<file path="config.mk">
export PLATFORM = sky130hd
export DESIGN_NAME = trigger_engine
export DESIGN_NICKNAME = d
export VERILOG_FILES = /design/src/rtl/trigger_engine.sv
export SDC_FILE = /design/constraint.sdc
export NUM_CORES = 2
export LEC_CHECK = 0
export BUFFER_PORTS_ARGS = -buffer_cell sky130_fd_sc_hd__buf_4
export CAP_MARGIN = 20
export CORE_ASPECT_RATIO = 0.8
export CORE_MARGIN = 2
export CORE_UTILIZATION = 40
export DETAILED_ROUTE_END_ITERATION = 7
export PLACE_DENSITY = 0.69
export SYNTH_ARGS = -nofsm -noshare
export SYNTH_HDL_FRONTEND = slang
export SYNTH_SLANG_ARGS = --single-unit
</file>
<file path="constraint.sdc">
create_clock -name ACLK -period 4.15 [get_ports ACLK]
set_input_delay 0.6225 -clock ACLK [delete_from_list [all_inputs] [get_ports ACLK]]
set_output_delay 0.6225 -clock ACLK [all_outputs]
set_load 0.05 [all_outputs]
</file>
<file path="src/rtl/trigger_engine.sv">
// Per-channel threshold trigger: edge/saturation detect -> IDLE/ACTIVE/EXTEND window FSM.
// TRIGGER rises 2 beats after the hitting beat, SATURATION_FLAG 3 beats; no backpressure (valid only gates window start/hold).
module trigger_engine #(
  parameter int CH_NUM                      = 2,
  parameter int SAMPLE_NUM_PER_CLK          = 8,
  parameter int SAMPLE_WIDTH                = 16,
  parameter int ADC_RESOLUTION_WIDTH        = 12,
  parameter int MAX_PRE_ACQUISITION_LENGTH  = 2,
  parameter int MAX_POST_ACQUISITION_LENGTH = 2,
  parameter int MAX_TRIGGER_LENGTH          = 64
) (
  input  logic                                                ACLK,
  input  logic                                                ARESET,
  input  logic                                                SET_CONFIG,
  input  logic                                                STOP,
  input  logic [CH_NUM*SAMPLE_NUM_PER_CLK*SAMPLE_WIDTH-1:0]   S_AXIS_TDATA,
  input  logic [CH_NUM-1:0]                                   S_AXIS_TVALID,
  input  logic [CH_NUM*SAMPLE_NUM_PER_CLK*SAMPLE_WIDTH-1:0]   H_S_AXIS_TDATA,
  input  logic [CH_NUM*SAMPLE_WIDTH-1:0]                      RISING_EDGE_THRESHOLD,
  input  logic [CH_NUM*SAMPLE_WIDTH-1:0]                      FALLING_EDGE_THRESHOLD,
  input  logic [$clog2(MAX_PRE_ACQUISITION_LENGTH):0]         PRE_ACQUISITION_LENGTH,
  input  logic [$clog2(MAX_POST_ACQUISITION_LENGTH):0]        POST_ACQUISITION_LENGTH,
  input  logic [ADC_RESOLUTION_WIDTH-1:0]                     MODE_SWITCH_UPPER_THRESHOLD,
  input  logic [ADC_RESOLUTION_WIDTH-1:0]                     MODE_SWITCH_LOWER_THRESHOLD,
  output logic [CH_NUM-1:0]                                   TRIGGER,
  output logic [CH_NUM-1:0]                                   SATURATION_FLAG,
  output logic [CH_NUM-1:0]                                   TRUNCATED,
  output logic [CH_NUM*16-1:0]                                TRIGGER_COUNT
);
  localparam int SPC   = SAMPLE_NUM_PER_CLK;
  localparam int SW    = SAMPLE_WIDTH;
  localparam int ADC   = ADC_RESOLUTION_WIDTH;
  localparam int MPRE  = MAX_PRE_ACQUISITION_LENGTH;
  localparam int MPOST = MAX_POST_ACQUISITION_LENGTH;
  localparam int EXT_W = $clog2(MPRE + MPOST + 1) + 1;
  localparam int LEN_W = $clog2(MAX_TRIGGER_LENGTH) + 1;

  typedef enum logic [1:0] {IDLE, ACTIVE, EXTEND} state_t;

  logic [EXT_W-1:0]      pre_c, post_c, ext_total;
  logic signed [ADC-1:0] sat_hi, sat_lo;
  logic                  unused_hg_bits;

  always_comb begin
    pre_c     = (int'(PRE_ACQUISITION_LENGTH) > MPRE) ? EXT_W'(MPRE) : EXT_W'(PRE_ACQUISITION_LENGTH);
    post_c    = (int'(POST_ACQUISITION_LENGTH) > MPOST) ? EXT_W'(MPOST) : EXT_W'(POST_ACQUISITION_LENGTH);
    ext_total = pre_c + post_c;
  end

  assign sat_hi = $signed(MODE_SWITCH_UPPER_THRESHOLD);
  assign sat_lo = $signed(MODE_SWITCH_LOWER_THRESHOLD);
  // Only the MSB-aligned ADC field of each high-gain sample is meaningful.
  assign unused_hg_bits = ^H_S_AXIS_TDATA;

  for (genvar ch = 0; ch < CH_NUM; ch++) begin : g_ch
    logic signed [SW-1:0]  rise_th, fall_th, prev_last, cur, prv;
    logic signed [ADC-1:0] hg;
    logic                  rise_any, fall_all, sat_any;
    logic                  hit_start, hit_end, valid_q, sat_d1, sat_d2, sat_q;
    logic                  armed, trig_q, trunc_q, start_ok, tail_zero;
    state_t                state, exit_state;
    logic [LEN_W-1:0]      len_cnt;
    logic [EXT_W-1:0]      ext_cnt;
    logic [15:0]           count, count_inc;

    assign rise_th = $signed(RISING_EDGE_THRESHOLD[ch*SW +: SW]);
    assign fall_th = $signed(FALLING_EDGE_THRESHOLD[ch*SW +: SW]);

    always_comb begin
      rise_any = 1'b0;
      fall_all = 1'b1;
      sat_any  = 1'b0;
      prv      = prev_last;
      cur      = '0;
      hg       = '0;
      for (int k = 0; k < SPC; k++) begin
        cur = $signed(S_AXIS_TDATA[(ch*SPC+k)*SW +: SW]);
        hg  = $signed(H_S_AXIS_TDATA[(ch*SPC+k)*SW + SW - ADC +: ADC]);
        if (cur > rise_th && !(prv > rise_th)) rise_any = 1'b1;
        if (!(cur < fall_th))                  fall_all = 1'b0;
        if (hg >= sat_hi || hg <= sat_lo)      sat_any  = 1'b1;
        prv = cur;
      end
    end

    always_ff @(posedge ACLK or posedge ARESET) begin
      if (ARESET) begin
        prev_last <= '0; hit_start <= 1'b0; hit_end <= 1'b0; valid_q <= 1'b0;
        sat_d1 <= 1'b0; sat_d2 <= 1'b0; sat_q <= 1'b0;
      end else if (SET_CONFIG) begin
        prev_last <= '0; hit_start <= 1'b0; hit_end <= 1'b0; valid_q <= 1'b0;
        sat_d1 <= 1'b0; sat_d2 <= 1'b0; sat_q <= 1'b0;
      end else begin
        prev_last <= $signed(S_AXIS_TDATA[(ch*SPC+SPC-1)*SW +: SW]);
        hit_start <= rise_any | sat_any;
        hit_end   <= fall_all;
        valid_q   <= S_AXIS_TVALID[ch];
        sat_d1    <= sat_any;
        sat_d2    <= sat_d1;
        sat_q     <= sat_d2;
      end
    end

    assign start_ok   = hit_start & valid_q & ~STOP & armed;
    assign tail_zero  = (ext_total == '0);
    assign exit_state = tail_zero ? IDLE : EXTEND;
    assign count_inc  = (count == 16'hFFFF) ? count : count + 16'd1;

    always_ff @(posedge ACLK or posedge ARESET) begin
      if (ARESET) begin
        state <= IDLE; armed <= 1'b1; trig_q <= 1'b0; trunc_q <= 1'b0;
        len_cnt <= '0; ext_cnt <= '0; count <= '0;
      end else if (SET_CONFIG) begin
        state <= IDLE; armed <= 1'b1; trig_q <= 1'b0; trunc_q <= 1'b0;
        len_cnt <= '0; ext_cnt <= '0; count <= '0;
      end else begin
        trunc_q <= 1'b0;
        if (hit_end) armed <= 1'b1;
        case (state)
          IDLE: if (start_ok) begin
            state <= ACTIVE; trig_q <= 1'b1; len_cnt <= '0; count <= count_inc;
          end
          ACTIVE: begin
            // A forced truncation disarms until the signal falls back below threshold.
            if (len_cnt == LEN_W'(MAX_TRIGGER_LENGTH - 1)) begin
              trunc_q <= 1'b1; armed <= 1'b0;
              state <= exit_state; trig_q <= ~tail_zero; ext_cnt <= '0;
            end else if ((hit_end | ~valid_q) & ~(hit_start & hit_end)) begin
              state <= exit_state; trig_q <= ~tail_zero; ext_cnt <= '0;
            end else begin
              len_cnt <= len_cnt + LEN_W'(1);
            end
          end
          EXTEND: begin
            if (start_ok) begin
              state <= ACTIVE; len_cnt <= '0; count <= count_inc;
            end else if (ext_cnt == ext_total - EXT_W'(1)) begin
              state <= IDLE; trig_q <= 1'b0;
            end else begin
              ext_cnt <= ext_cnt + EXT_W'(1);
            end
          end
          default: begin state <= IDLE; trig_q <= 1'b0; end
        endcase
      end
    end

    assign TRIGGER[ch]               = trig_q;
    assign TRUNCATED[ch]             = trunc_q;
    assign SATURATION_FLAG[ch]       = sat_q;
    assign TRIGGER_COUNT[ch*16 +: 16] = count;
  end
endmodule
</file>
* After elaboration in Yosys (flattened, before gate mapping) *
Cells that the tools add are included.
W data, S select, Z words.

word-level totals
  register bits after elaboration = 108
  latch bits = 0
  RAM bits = 0
  ROM bits = 0
  output and inout bits = 38
  word-level logic and storage cells = 362
  memories = 0

cells by class
  $add $sub $neg = 8
  multipliers = 0
  div/mod/pow operators = 0
  magnitude comparators = 68
  equality and inequality tests = 30
  shift-type cells = 0
  muxes and demuxes = 137
  bitwise operators = 20
  reductions and logical operators = 71

operator list
  kind                     number
  $gt A16 B16 Y1           18
  $lt A16 B16 Y1           16
  $ge A12 B12 Y1           16
  $le A12 B12 Y1           16
  $mux W16                 10
  $mux W1                  86
  $mux W7                  8
  $mux W4                  10
  $ne A3 B3 Y1 const B     12
  $add A16 B1 Y16 const B  2
  $eq A16 B16 Y1 const B   2
  $mux W2                  15
  $pmux W7 S2              2
  $reduce_and A4 Y1        6
  $logic_and A1 B1 Y1      16
  $logic_not A1 Y1         16
  $logic_or A1 B1 Y1       16
  $ne A4 B4 Y1 const B     4
  $pmux W4 S2              2
  $add A7 B1 Y7 const B    2
  $eq A7 B6 Y1 const B     2
  $pmux W2 S3              2
  $reduce_and A3 Y1        4
  $reduce_bool A3 Y1       4
  other kinds (17)         47

* Depth between registers and ports, before layout *
  depth after elaboration = 13
  gate-level depth with buffers = 12

* Worst setup path after synthesis *
No wires, ideal clock.

  path type = input to register
  from = input port PRE_ACQUISITION_LENGTH[0]
  to = register g_ch[1].ext_cnt[2]
  library setup time = 0.129 ns
  arrival = 2.920 ns
  required time = 4.021 ns
  slack = 1.101 ns
  stages = 11
  path through = nor2b_1 ha_1 inv_1 fa_1 ha_1 ha_1 xor2_1 a31oi_1 a211oi_1 or2_2 o21ai_0

on the way
  cells in the longest elaborated chain, start to end = 7

ends and longest elaborated chain
  what                           line  source
  from (decl)                    21    input logic [$clog2(MAX_PRE_ACQUISITION_LENGTH):0] PRE_ACQUISITION_LENGTH,
  $gt A2 B2 Y1                   45    pre_c = (int'(PRE_ACQUISITION_LENGTH) > MPRE) ? EXT_W'(MPRE) : EXT_W'(PRE_ACQUISITION_LENGTH);
  $mux W2 *                      45
  $add A2 B2 Y3 *                47    ext_total = pre_c + post_c;
  $sub A3 B1 Y4 *                137   end else if (ext_cnt == ext_total - EXT_W'(1)) begin
  $eq A4 B4 Y1 *                 137
  $ne A3 B3 Y1 (no line) *       n/a
  $reduce_and A4 Y1 (no line) *  n/a
  to (signal assigned)           140   ext_cnt <= ext_cnt + EXT_W'(1);
  to (decl)                      63    logic [EXT_W-1:0] ext_cnt;

Every way passes the cells marked *; elsewhere a longest branch is shown, timed or not.
A chain may end at the register's enable or synchronous reset.

* Worst setup path in the final report *
  from = input port MODE_SWITCH_LOWER_THRESHOLD[1]
  to = register g_ch[0].hit_start

on the way
  cells in the longest elaborated chain, start to end = 12
  elaborated cells between the ends (all ways) = 26
  classes of those cells = 8 x order compare; 9 x mux; 1 x bitwise; 8 x reduce/logical

ends and longest elaborated chain
  what                  line  source
  from (decl)           24    input logic [ADC_RESOLUTION_WIDTH-1:0] MODE_SWITCH_LOWER_THRESHOLD,
  $le A12 B12 Y1        81    if (hg >= sat_hi || hg <= sat_lo) sat_any = 1'b1;
  $logic_or A1 B1 Y1    81
  $mux W1 (7 in a row)  81
  $mux W1 *             81
  $or A1 B1 Y1 *        95    hit_start <= rise_any | sat_any;
  $mux W1 *             90    end else if (SET_CONFIG) begin
  to (signal assigned)  95
  to (decl)             59    logic hit_start, hit_end, valid_q, sat_d1, sat_d2, sat_q;

Marks and branches as above.

==> metrics.md <==
| Metric | Value |
|---|---|
| # Post-CTS Setup Buffers | `0` |
| Worst r2r path cells | `8` |
| Reg2reg end | `g_ch[1].count[14]$_DFFE_PP0P_` |
| Ys async rst share | `100%` |
| Clock slew seen by the registers of the worst setup and hold paths | `80 ps` |
| Crit Path Max Fanout | `10` |
| CP dominant cell by count | `buf_4` |
| GRT overflow | `0` |
| Non-Filler Instances | `4,386` |
| Worst Setup End Kind | `register` |
| Buffers on Ports | `583` |
| Top sig layer | `met5` |
| Top FF cell, synth | `dfrtp_1` |
| Final TNS setup | `0 ps` |
| Post-DRT Antenna Nets | `0` |
| Crit path largest cell delay | `510 ps` |
| Reg-to-reg slack, setup | `1480 ps` |
| Worst Hold Class | `primary input to async pin` |
| Root buf cell | `clkbuf_16` |
| Number of max-cap violations | `0` |
| DRC | `0` |
| Slowest CP cell | `inv_1` |
| DRT met1 WL | `43,600 um` |
| Via-to-Cell Ratio | `5.73` |
| Routed WL | `96,700 um` |
| Leak | `16.3 nW` |
| TritonCTS clock tree | `yes` |
| Core Box Area | `61,300 um2` |
| Cell accounting for the most synthesized area | `ha_1` |
| DR pass1 iterations | `5` |
| Final Max Tran Viols | `0` |
| Post-synth EDFFs | `0` |
| Relative slew slack | `49.2%` |
| Outcome | `complete, no violations` |
| Period minus WS final | `3530 ps` |
| Worst Path Buf+Inv | `4` |
| Clock sink total | `108` |
| Gates resized, CTS repair | `0` |
| Die footprint | `64,300 um2` |
| IO Count | `648` |
| H-tree depth | `3` |
| Synth area leaders | `ha_1 (46%), dfrtp_1 (11%), a21oi_1 (4.8%), a21o_1 (3.7%), nand4_1 (3.2%)` |
| DP Wirelength | `83,000 um` |
| Met3 WL | `8550 um` |
| First-pass GRT wire length | `145,000 um` |
| Starting Density | `40.6%` |
| Distinct cells, synth | `77` |
| Layout area overhead | `25.2%` |
| Maximum vdd drop | `190 uV` |
| Clock insertion delay at the later pin of the skew report | `390 ps` |
| CP Data Required Time | `4400 ps` |
| # setup viols final | `0` |
| Routed wire per std cell | `22.1 um` |
| Syn_nets | `4,426` |
| RSZ-0062 raised after global routing | `false` |
| RR Startpoint | `g_ch[1].armed$_DFF_PP1_` |
| Most frequent cells in the layout | `ha_1 (921), buf_4 (647), a21oi_1 (240), inv_1 (182), nor2_1 (158)` |
| CTS Buf Count | `9` |
| Pwr dens | `158 nW/um2` |
| Number of global-route vias before repair | `24,500` |
| Fmax | `0.283 GHz` |
| FF+latch count, synth | `108` |
| Crit Path Category | `primary input to register` |
| Synth Cell Area | `24,900 um2` |
| Die Ht | `227 um` |
| Pin count of the biggest net entering global routing | `109` |
| Placed cell count | `4,354` |
| Endpoints failing hold | `0` |
| Layout Skew | `13.2 ps` |
| NumNets Final | `5,067` |
| CP Cell Sequence | `buf_4, inv_1, buf_4, ha_1, nor2b_1, o211ai_1, a21oi_1, a211oi_1, o21ai_0, mux2_2, nand4_1, a2111oi_2, buf_4, a31oi_1` |
| Layout Utilization | `50.8%` |
| Metal2 WL | `41,100 um` |
| Crit share post-route | `85.0%` |
| Yosys warning count | `0` |
| Die width | `283 um` |
| Average size of a mapped cell | `8.61 um2` |
| GPL Wtd Cong | `0.992` |
| Num rows | `81` |
| Vias | `25,100` |
| Drt first-iter violations | `1,628` |
| Post-synth top area share | `46.3%` |
| Mapped Cells | `2,894` |
| CTS max path bufs | `2` |
| Initial antenna violation count | `22` |
| FILL cells | `5,849` |
| Global-route usage over all layers | `29.4%` |
| Sequential share of the synthesized area | `10.9%` |
| Startpoint types | `primary input` |
| Layout cells sized above 1 | `19.6%` |
| Worst slew pin tran | `743 ps` |
| Critical path arrival | `3780 ps` |
| CTS Hold Buffers Added | `0` |
| Crit path max-delay family | `compound AO/OA/AOI/OAI gates` |
| Commonest non-fill, non-tap cell in the layout | `ha_1` |
-- state kept, by name (all words and copies together) (netlist names) --
signal and cells:
g_ch.count 32, g_ch.prev_last 32, g_ch.len_cnt 14, g_ch.ext_cnt 8, g_ch.state 4, g_ch.armed 2
g_ch.hit_end 2, g_ch.hit_start 2, g_ch.sat_d1 2, g_ch.sat_d2 2, g_ch.sat_q 2, g_ch.trig_q 2
g_ch.trunc_q 2, g_ch.valid_q 2
-- per-stage QoR --
stage                     hold WS (ps)  power [W]  instance area, um2  setup WS, ps
after floorplan                    430    0.00270               24900           685
after global placement             442    0.00385               30800           303
after detailed placement           449    0.00391               30800           264
after CTS                          392    0.00492               31100           688
after global routing               418    0.00537               31200           497
final                              370    0.00492               31200           620
-- report_power, final --
part | internal, W | total [W] | switching (W)
clock network | 0.000491 | 0.000964 | 0.000473
logic | 0.00130 | 0.00287 | 0.00158
registers | 0.00107 | 0.00109 | 0.0000110
-- cell families (layout without fill, tap and decap cells) --
family          Yosys count  count (layout)  synth area share, %
simple gates            819             819                 17.3
flops                   108             108                 10.9
mux                      22              22                0.909
other cells               0              16                    0
fa+ha+maj               922             922                 46.3
xor+xnor                 35              35                 1.23
compound gates          783             783                 20.2
buf+inv                 205             851                 3.18
-- layout make-up --
| cell class | instances | area [um2] | share of cell area, % |
|---|---|---|---|
| multi-input cells | 2581 | 21400 | 68.7 |
| clock buffers | 9 | 225 | 0.722 |
| well taps | 830 | 1040 | 3.33 |
| clock inverters | 7 | 103 | 0.329 |
| diodes | 16 | 40.0 | 0.128 |
| inverters | 183 | 689 | 2.21 |
| flip-flops and latches | 108 | 2710 | 8.68 |
| repair buffers | 652 | 4960 | 15.9 |
-- worst register-to-register path, stage by stage, from the launching register on --
cell and delay [ps]:
dfstp_2 540, nand4b_1 220, nor2_1 370, o31a_1 340, nor2_1 80, nor3_1 590
nand4_1 190, xor2_1 170, nor2_1 50
-- cell usage after synthesis (7+ instances only) --
master     count
ha_1         921
a21oi_1      240
nand3_1       80
a21boi_0      10
a211oi_1      35
and4_1        17
o21a_1        13
a2111oi_0     32
a221oi_1       9
nand2b_1      38
clkbuf_1      13
nor4_1        23
o211ai_1      35
mux2i_1       17
nor2_1       158
or3_1         18
o21bai_1      12
inv_1        183
o2111ai_1      7
or4_1          8
a21o_1       124
nand2_1      147
nor2b_1       98
a31oi_1       20
o21ai_0      155
xnor2_1        9
nor3_1        47
xor2_1        26
o22ai_1       14
o31ai_1       10
a211o_1       12
and3_1        19
dfrtp_1      106
nand4_1      126
-- metal layers --
layer  up-vias  global-route usage (%)
met4        14                    11.2
met1     11600                    39.2
met3       169                    8.03
met2       894                    45.0
li1      12500                       -
met5         -                       0
-- worst max path at each step --
stage / startpoint / to / slack, ps / cells after the start
finish: MODE_SWITCH_LOWER_THRESHOLD[1] / g_ch[0].hit_start$_DFF_PP0_ / 620 / 14
global route: MODE_SWITCH_LOWER_THRESHOLD[6] / g_ch[1].hit_start$_DFF_PP0_ / 500 / 12
global placement: MODE_SWITCH_UPPER_THRESHOLD[10] / g_ch[0].hit_start$_DFF_PP0_ / 300 / 12
floorplan: ARESET / g_ch[0].count[0]$_DFFE_PP0P_ / 690 / 1
detailed placement: MODE_SWITCH_UPPER_THRESHOLD[10] / g_ch[0].hit_start$_DFF_PP0_ / 260 / 12
CTS: MODE_SWITCH_UPPER_THRESHOLD[10] / g_ch[0].hit_start$_DFF_PP0_ / 690 / 12
No activity file was read; power rests on OpenSTA's default activity.
